==> src/rtl/aes_pkg.sv <==
// ---------------------------------------------------------------------------
// aes_pkg
// Shared constants and types for the iterative AES encryption blocks.
//   AES_BLOCK_W            : cipher block width in bits
//   AES_NR_128/192/256     : round counts for the three AES key sizes
//   seqState_e             : 2-bit binary encoding of the round sequencer FSM
//   isLegalNr()            : true for the round counts the sequencer supports
// ---------------------------------------------------------------------------
package aes_pkg;

  localparam int AES_BLOCK_W = 128;

  localparam int AES_NR_128 = 10;
  localparam int AES_NR_192 = 12;
  localparam int AES_NR_256 = 14;

  typedef enum logic [1:0] {
    SEQ_IDLE  = 2'd0,
    SEQ_ROUND = 2'd1,
    SEQ_DONE  = 2'd2
  } seqState_e;

  function automatic bit isLegalNr(input int nr);
    return (nr == AES_NR_128) || (nr == AES_NR_192) || (nr == AES_NR_256);
  endfunction

endpackage

==> src/rtl/aes_round_sequencer.sv <==
// ---------------------------------------------------------------------------
// aes_round_sequencer
// Iterative AES encryption controller. Holds the 128-bit cipher state, the
// round counter and the control FSM, and drives an external combinational
// round datapath (SubBytes/ShiftRows/[MixColumns]/AddRoundKey) once per cycle
// while indexing an external round-key store. One block in flight at a time.
//
// Ports
//   clk        : clock, everything on the rising edge
//   rst_n      : synchronous active-low reset
//   in_valid   : plaintext block offered
//   in_ready   : sequencer can accept a block (IDLE only)
//   in_data    : plaintext, bit 0 = MSB of byte 0, column-major byte order
//   rk_idx     : round-key index requested this cycle
//   rk_data    : round key for rk_idx (same-cycle combinational)
//   dp_state   : state presented to the round datapath
//   dp_last    : final round, datapath skips MixColumns
//   dp_result  : datapath output for dp_state/rk_data
//   out_valid  : ciphertext available
//   out_ready  : downstream accepts ciphertext
//   out_data   : ciphertext (held stable while out_valid && !out_ready)
//   busy       : block being processed or waiting for handoff
// ---------------------------------------------------------------------------
module aes_round_sequencer
  import aes_pkg::*;
#(
  parameter int NR  = 10,
  parameter int RKW = 4
) (
  input  logic                   clk,
  input  logic                   rst_n,
  input  logic                   in_valid,
  output logic                   in_ready,
  input  logic [0:AES_BLOCK_W-1] in_data,
  output logic [RKW-1:0]         rk_idx,
  input  logic [0:AES_BLOCK_W-1] rk_data,
  output logic [0:AES_BLOCK_W-1] dp_state,
  output logic                   dp_last,
  input  logic [0:AES_BLOCK_W-1] dp_result,
  output logic                   out_valid,
  input  logic                   out_ready,
  output logic [0:AES_BLOCK_W-1] out_data,
  output logic                   busy
);

  // Elaboration-time parameter guards.
  generate
    if (!isLegalNr(NR)) begin : gBadNr
      $error("aes_round_sequencer: NR must be 10, 12 or 14");
    end
    if ((2 ** RKW) <= NR) begin : gBadRkw
      $error("aes_round_sequencer: RKW too narrow to index round NR");
    end
  endgenerate

  localparam logic [RKW-1:0] LAST_ROUND = RKW'(NR);
  localparam logic [RKW-1:0] ROUND_ONE  = RKW'(1);

  seqState_e                fsmReg;
  logic [RKW-1:0]           roundReg;
  logic [0:AES_BLOCK_W-1]   blockReg;
  logic                     inReadyReg;
  logic                     outValidReg;
  logic                     busyReg;
  logic                     dpLastReg;

  // Round that will be processed next cycle while staying in ROUND.
  logic [RKW-1:0]           roundNext;
  assign roundNext = roundReg + ROUND_ONE;

  // Single FSM block: state, counter, data register and all handshake
  // outputs are updated together so every output is a flop.
  always_ff @(posedge clk) begin
    if (!rst_n) begin
      fsmReg      <= SEQ_IDLE;
      roundReg    <= '0;
      blockReg    <= '0;
      inReadyReg  <= 1'b1;
      outValidReg <= 1'b0;
      busyReg     <= 1'b0;
      dpLastReg   <= 1'b0;
    end else begin
      case (fsmReg)
        SEQ_IDLE: begin
          // in_ready is high throughout IDLE, so in_valid alone is the accept.
          if (in_valid) begin
            blockReg   <= in_data ^ rk_data;   // initial AddRoundKey with key 0
            roundReg   <= ROUND_ONE;
            fsmReg     <= SEQ_ROUND;
            inReadyReg <= 1'b0;
            busyReg    <= 1'b1;
            dpLastReg  <= (ROUND_ONE == LAST_ROUND);
          end
        end

        SEQ_ROUND: begin
          blockReg <= dp_result;
          if (roundReg == LAST_ROUND) begin
            // Counter returns to 0 so rk_idx reads 0 again outside ROUND.
            roundReg    <= '0;
            fsmReg      <= SEQ_DONE;
            outValidReg <= 1'b1;
            dpLastReg   <= 1'b0;
          end else begin
            roundReg  <= roundNext;
            dpLastReg <= (roundNext == LAST_ROUND);
          end
        end

        SEQ_DONE: begin
          // Leaving DONE lands in IDLE; the next accept is one cycle later.
          if (out_ready) begin
            fsmReg      <= SEQ_IDLE;
            outValidReg <= 1'b0;
            busyReg     <= 1'b0;
            inReadyReg  <= 1'b1;
          end
        end

        default: begin
          fsmReg      <= SEQ_IDLE;
          roundReg    <= '0;
          inReadyReg  <= 1'b1;
          outValidReg <= 1'b0;
          busyReg     <= 1'b0;
          dpLastReg   <= 1'b0;
        end
      endcase
    end
  end

  // roundReg is 0 outside ROUND, so it doubles as the key index everywhere.
  assign rk_idx    = roundReg;
  assign dp_state  = blockReg;
  assign dp_last   = dpLastReg;
  assign out_data  = blockReg;
  assign in_ready  = inReadyReg;
  assign out_valid = outValidReg;
  assign busy      = busyReg;

endmodule

==> config.mk <==
export PLATFORM = sky130hd
export DESIGN_NAME = aes_round_sequencer
export DESIGN_NICKNAME = d
export VERILOG_FILES = /design/src/rtl/aes_pkg.sv /design/src/rtl/aes_round_sequencer.sv
export SDC_FILE = /design/constraint.sdc
export NUM_CORES = 1
export LEC_CHECK = 0
export ABC_AREA = 1
export CORE_AREA = 2 2 252 254
export CTS_CLUSTER_SIZE = 28
export DETAILED_ROUTE_END_ITERATION = 10
export DIE_AREA = 0 0 254 256
export PLACE_DENSITY_LB_ADDON = 0.1
export SETUP_SLACK_MARGIN = 0.2
export SYNTH_ARGS = -nofsm -noshare
export SYNTH_HDL_FRONTEND = slang
export SYNTH_SLANG_ARGS = --single-unit
==> constraint.sdc <==
create_clock -name clk -period 3 [get_ports clk]
set_input_delay 0.6 -clock clk [delete_from_list [all_inputs] [get_ports clk]]
set_output_delay 0.6 -clock clk [all_outputs]
set_load 0.02 [all_outputs]
==> results of run 1 <==
-- layout by cell type (no fill, tap or decap), types with 2 or more instances in the layout --
cell type and instances:
a21oi_1 101, buf_12 4, buf_4 9, clkbuf_16 17
clkdlybuf4s50_1 650, clkinv_2 6, clkinv_4 2, clkinvlp_4 4
dfxtp_1 138, diode_2 4, ha_1 3, inv_1 138
inv_2 2, nand2_1 215, nand3_1 5, nand4_1 2
nor2_1 95, o211ai_1 38, o21ai_0 160, o21ai_1 117
xnor2_1 36
-- stage by stage --
step           cell area, um^2  cells  util (%)  total power, uW  hold slack [ns]
3_5_place_dp             14800   2567      23.7             4710            0.440
3_3_place_gp             14800   2567      23.7             4700            0.442
4_1_cts                  15300   2598      24.6             6870            0.450
6_report                 15300   2602      24.6             6690            0.448
2_1_floorplan             8380   1251         -             3430            0.520
5_1_grt                  15300   2599      24.6             7090            0.491
-- metal layers --
| metal | global-route usage, % | vias to the layer above |
|---|---|---|
| met4 | 3.81 | 2 |
| met2 | 24.3 | 325 |
| met5 | 0 | - |
| met3 | 4.09 | 29 |
| li1 | - | 4913 |
| met1 | 14.1 | 4118 |
-- power by group through the flow --
stage / Clock [uW] / Sequential, uW / Combinational [uW]
floorplan: 0 / 2390 / 1040
global placement: 0 / 2270 / 2430
detailed placement: 0 / 2270 / 2440
CTS: 2190 / 2230 / 2450
global route: 2240 / 2250 / 2600
finish: 2060 / 2220 / 2410
-- cell type report --
cell class,count,area [um^2],share of cell area [%]
sequential,138,2760,18.0
antenna,4,10.0,0.0652
multi-input combinational,778,3780,24.6
timing repair buffer,663,6650,43.3
clock inverter,12,103,0.668
tap,846,1060,6.90
clock buffer,19,443,2.89
inverter,142,539,3.51
-- synthesized netlist by cell type --
master    count  area [um^2]
o21ai_0     160          801
buf_6         8         90.1
nor2_1       95          357
buf_4       128          961
dfxtp_1     138         2760
nand4_1       2         12.5
a21oi_1     101          505
clkbuf_1     28          105
nand3b_1      1         7.51
buf_2        29          145
nand2_2       1         6.26
nor2_4        1         11.3
xnor2_1      36          315
nand2_1     215          807
ha_1          3         37.5
inv_2         4         15.0
nand2_4       1         11.3
o21ai_1     117          586
nor2_2        1         6.26
nand3_1       5         25.0
or2_1         1         6.26
inv_1       138          518
o211ai_1     38          285
-- final timing paths --
kind / start / end / depth (start not counted)
worst max register to register: fsmReg[0] / busy / 6
worst min-delay path: out_valid / out_valid / 2
worst min register to register: out_valid / out_valid / 2
worst max-delay path: dp_state[112] / dp_state[112] / 1
-- registers in the layout (all words and copies together) (netlist names) --
| signal | count |
|---|---|
| busy | 1 |
| dp_last | 1 |
| dp_state | 128 |
| fsmReg | 2 |
| in_ready | 1 |
| out_valid | 1 |
| rk_idx | 4 |
-- cells by family after synthesis --
family	share of synthesized area (%)
compound gates	26.0
buf+inv	21.9
simple gates	14.9
flops	33.0
xor+xnor	3.76
fa+ha+maj	0.448
==> flow_summary.toml, run 1 <==
[status]
status = "finished, final reports clean"

[clocking]
cts_max_path_buffers = 2
post_cts_hold_buffer_count = 0
cts_repair_resize_count = 0
cts_htree_levels = 4
cts-buffers-inserted = 17
path_clk_slew_ns = 0.06
tritoncts_clock_tree = "built"
worst_skew_pair.late_latency_ns = 0.47
cts_post_setup_buffers_inserted = 0
clock_tree.root_cell = "clkbuf_16"
clock-sinks = 138

[setup_path]
critPathLaunchType = "flip-flop"
rrSetupSlack_ns = 0.93
worst_path_max_fanout = 4
cp_peak_stage_delay_ns = 0.75
cp.arrival_ns = 1.76
timing.critical_path.buf_inv = 1
path_cells = "clkdlybuf4s50_1"
worstPathRequired_ns = 2.40
timing_worst_setup_path_type = "reg -> out"
critical_path.top_delay_family = "buffers and inverters"
timing.critical_path.to_type = "output port"
slowest_stage = "clkdlybuf4s50_1"

[sta]
timing.fmax_mhz = 424
slew_headroom_pct = 29.3
period_share_pct = 78.5
worst_path_setup_slack_after_routing_ns = 0.644
period_needed_ns = 2.36
max_slew.worst_pin.slew_ns = 1.06
fin_setup_tns_ns = 0
grt_setup_unrepaired = "false"
slew_violations = 0
setup_violations = 0
hold_violations = 0
final.setup_skew_ns = 0.0141

[detailed_routing]
maxUsedRoutingLayer = "met5"
wirelength_met1_um = 17200
drtAntennaViolNets = 0
route.detailed.drc = 0
route.detailed.wl_per_inst_um = 16.8
routed_wirelength_um = 43700
number_of_vias_per_cell_after_detailed_routing = 3.61
met3RoutedLength_um = 2880
firstDrtPassIters = 6
vias_after_detailed_routing = 9387
met2WireLength_um = 23000
drt_iter0_markers = 358

[synthesis]
synth.yosys.seq_area_share_pct = 33.0
syn_inst = 1251
synth-warning-count = 0
yosys_register_bits = 138
synth_cell_type_count = 23
syn-mean-instance-area_um2 = 6.70
syn_area_um2 = 8380
synthesis.nets = 1642

[hold_path]
hp-class = "reg -> reg"

[power_and_ir_drop]
comb_power_share_pct = 35.9
power.switching_uw = 2270
worst_ir_drop_vdd_mv = 0.423
power.static_leakage_uw = 0.00627
power.density_nw_per_um2 = 436
switching_share_pct = 33.9
power.clock.fraction_pct = 30.8
cell_internal_pwr_uw = 4420
sequential_share_of_power_pct = 33.2

[global_routing]
grt_first_pass_wirelength_um = 62000
grt_use_total_pct = 13.1
grt_overflow = 0
grt_pass1_vias = 9287
grt_max_degree = 85
initial_antenna_violation_count = 2

[place]
dp_hpwl_um = 33800
gpl.final_weighted_congestion = 0.747
pre_cts_slack_ns = 0.620
port-buffer-count = 651

[die]
core_region_area_um2 = 62400
floorplan_row_count = 92
die_area_um2 = 65000
initial_utilization_pct = 13.4
pin_count = 652
floorplan.die.height_um = 256
chipWidth_um = 254

[finish]
nets = 2131
drive_gt1_share_pct = 2.91
area_growth_syn_to_layout_pct = 83.2
filler_cell_count = 6975

[job]
maxCapViolations = 0
(Power assumes the default switching activity.)
==> run 2, diff against run 1 <==
- clock period: 3 -> 2 ns (I/O delays scaled with it)
==> flow_summary.toml, run 2 (synthesis results as in run 1) <==
[status]
status = "finished, final reports clean"

[sta]
max_slew.worst_pin.slew_ns = 0.480
period_needed_ns = 1.71
grt_setup_unrepaired = "false"
fin_setup_tns_ns = 0
timing.fmax_mhz = 585
slew_violations = 0
setup_violations = 0
final.setup_skew_ns = 0.0109
slew_headroom_pct = 68.0
hold_violations = 0
period_share_pct = 85.5

[setup_path]
worst_path_max_fanout = 3
worstPathRequired_ns = 1.60
timing_worst_setup_path_type = "reg -> out"
slowest_stage = "dlygate4sd2_1"
path_cells = "buf_4 > dlygate4sd2_1"
cp_peak_stage_delay_ns = 0.36
cp.arrival_ns = 1.31
timing.critical_path.to_type = "output port"
critical_path.top_delay_family = "buffers and inverters"
timing.critical_path.buf_inv = 2
critPathLaunchType = "flip-flop"

[clocking]
worst_skew_pair.late_latency_ns = 0.47
clock-sinks = 138
cts_htree_levels = 4
cts-buffers-inserted = 17
path_clk_slew_ns = 0.06
cts_max_path_buffers = 2
clock_tree.root_cell = "clkbuf_16"
post_cts_hold_buffer_count = 0
tritoncts_clock_tree = "built"

[detailed_routing]
vias_after_detailed_routing = 9475
routed_wirelength_um = 43000
route.detailed.wl_per_inst_um = 16.5
firstDrtPassIters = 6
route.detailed.drc = 0
drtAntennaViolNets = 0
drt_iter0_markers = 446
number_of_vias_per_cell_after_detailed_routing = 3.62

[finish]
total_area_of_multi_input_combinational_cells_um2 = 3780
drive_gt1_share_pct = 3.74
final_cell_area_um2 = 15200
largest_reg_flops = 128
area_growth_syn_to_layout_pct = 82.0
nets = 2146
stdcell_count = 2615
layout_commonest_cell = "clkdlybuf4s50_1"
filler_cell_count = 7102
seqCellArea_um2 = 2760
final_cell_mix = "clkdlybuf4s50_1, dlygate4sd2_1, nand2_1"
fin_util_pct = 24.4

[global_routing]
grt_overflow = 0
initial_antenna_violation_count = 2
grt_use_total_pct = 13.1
grt_max_degree = 94
grt_pass1_vias = 9575
grt_first_pass_wirelength_um = 62100

[place]
dpl_cell_area_um2 = 15000
gpl.final_weighted_congestion = 0.733
numPlacedInstances = 2582
dp_hpwl_um = 33900
port-buffer-count = 651

[die]
pin_count = 652
initial_utilization_pct = 13.4
die_area_um2 = 65000
floorplan_row_count = 92
core_region_area_um2 = 62400
chipWidth_um = 254
floorplan.die.height_um = 256

[power_and_ir_drop]
power.static_leakage_uw = 0.00722
power.density_nw_per_um2 = 645
worst_ir_drop_vdd_mv = 0.551
total_power_uw = 9840

[hold_path]
hp-class = "in -> reg"

[job]
maxCapViolations = 0
## run 2: final timing paths
kind | from | end | slack (ns) | cells after the start
setup / recovery | dp_state[112] | out_data[112] | 0.29 | 2
hold / removal | rst_n | in_ready | 0.33 | 2
setup reg to reg | fsmReg[0] | dp_state[17] | 0.40 | 8
hold reg to reg | out_valid | out_valid | 0.46 | 2
## run 2: final cells by class
cell class                 instances  share of cell area (%)
multi-input combinational        778                    24.8
inverter                         142                    3.54
timing repair buffer             678                    42.9
clock buffer                      24                    3.09
tap                              846                    6.94
antenna                            2                  0.0328
sequential                       138                    18.1
clock inverter                     7                   0.607
## run 2: worst register-to-register path: stages (launching register included)
cell      delay, ns
dfxtp_1        0.40
clkinv_2       0.12
nor2_4         0.10
buf_4          0.24
buf_4          0.35
nand2_1        0.11
o211ai_1       0.11
nand2_1        0.07
inv_1          0.05
## run 2: stage by stage
step	hold WS [ns]	setup slack, ns
after global placement	0.437	0.118
final	0.330	0.290
after detailed placement	0.450	0.107
after CTS	0.276	0.110
after floorplan	0.520	0.645
after global routing	0.313	0.199
## run 2: timing repair
action / 4_1_cts / 5_1_grt
setup buffers: 0 / 0
setup endpoints to repair: 264 / 1
gates resized for setup: 270 / 2
pin swaps: 0 / 0
## run 2: metal layers
| metal | vias to the layer above | global-route usage, % | share of wire, % |
|---|---|---|---|
| met1 | 4192 | 14.3 | 39 |
| met3 | 26 | 3.77 | 6.8 |
| met2 | 330 | 24.3 | 53 |
| li1 | 4927 | - | - |
| met5 | - | 0 | 0 |
| met4 | 0 | 3.50 | 1.2 |
## run 2: report_power, final
part / switching [uW] / internal, uW
Clock: 1320 / 1890
Sequential: 272 / 3020
Combinational: 1740 / 1590
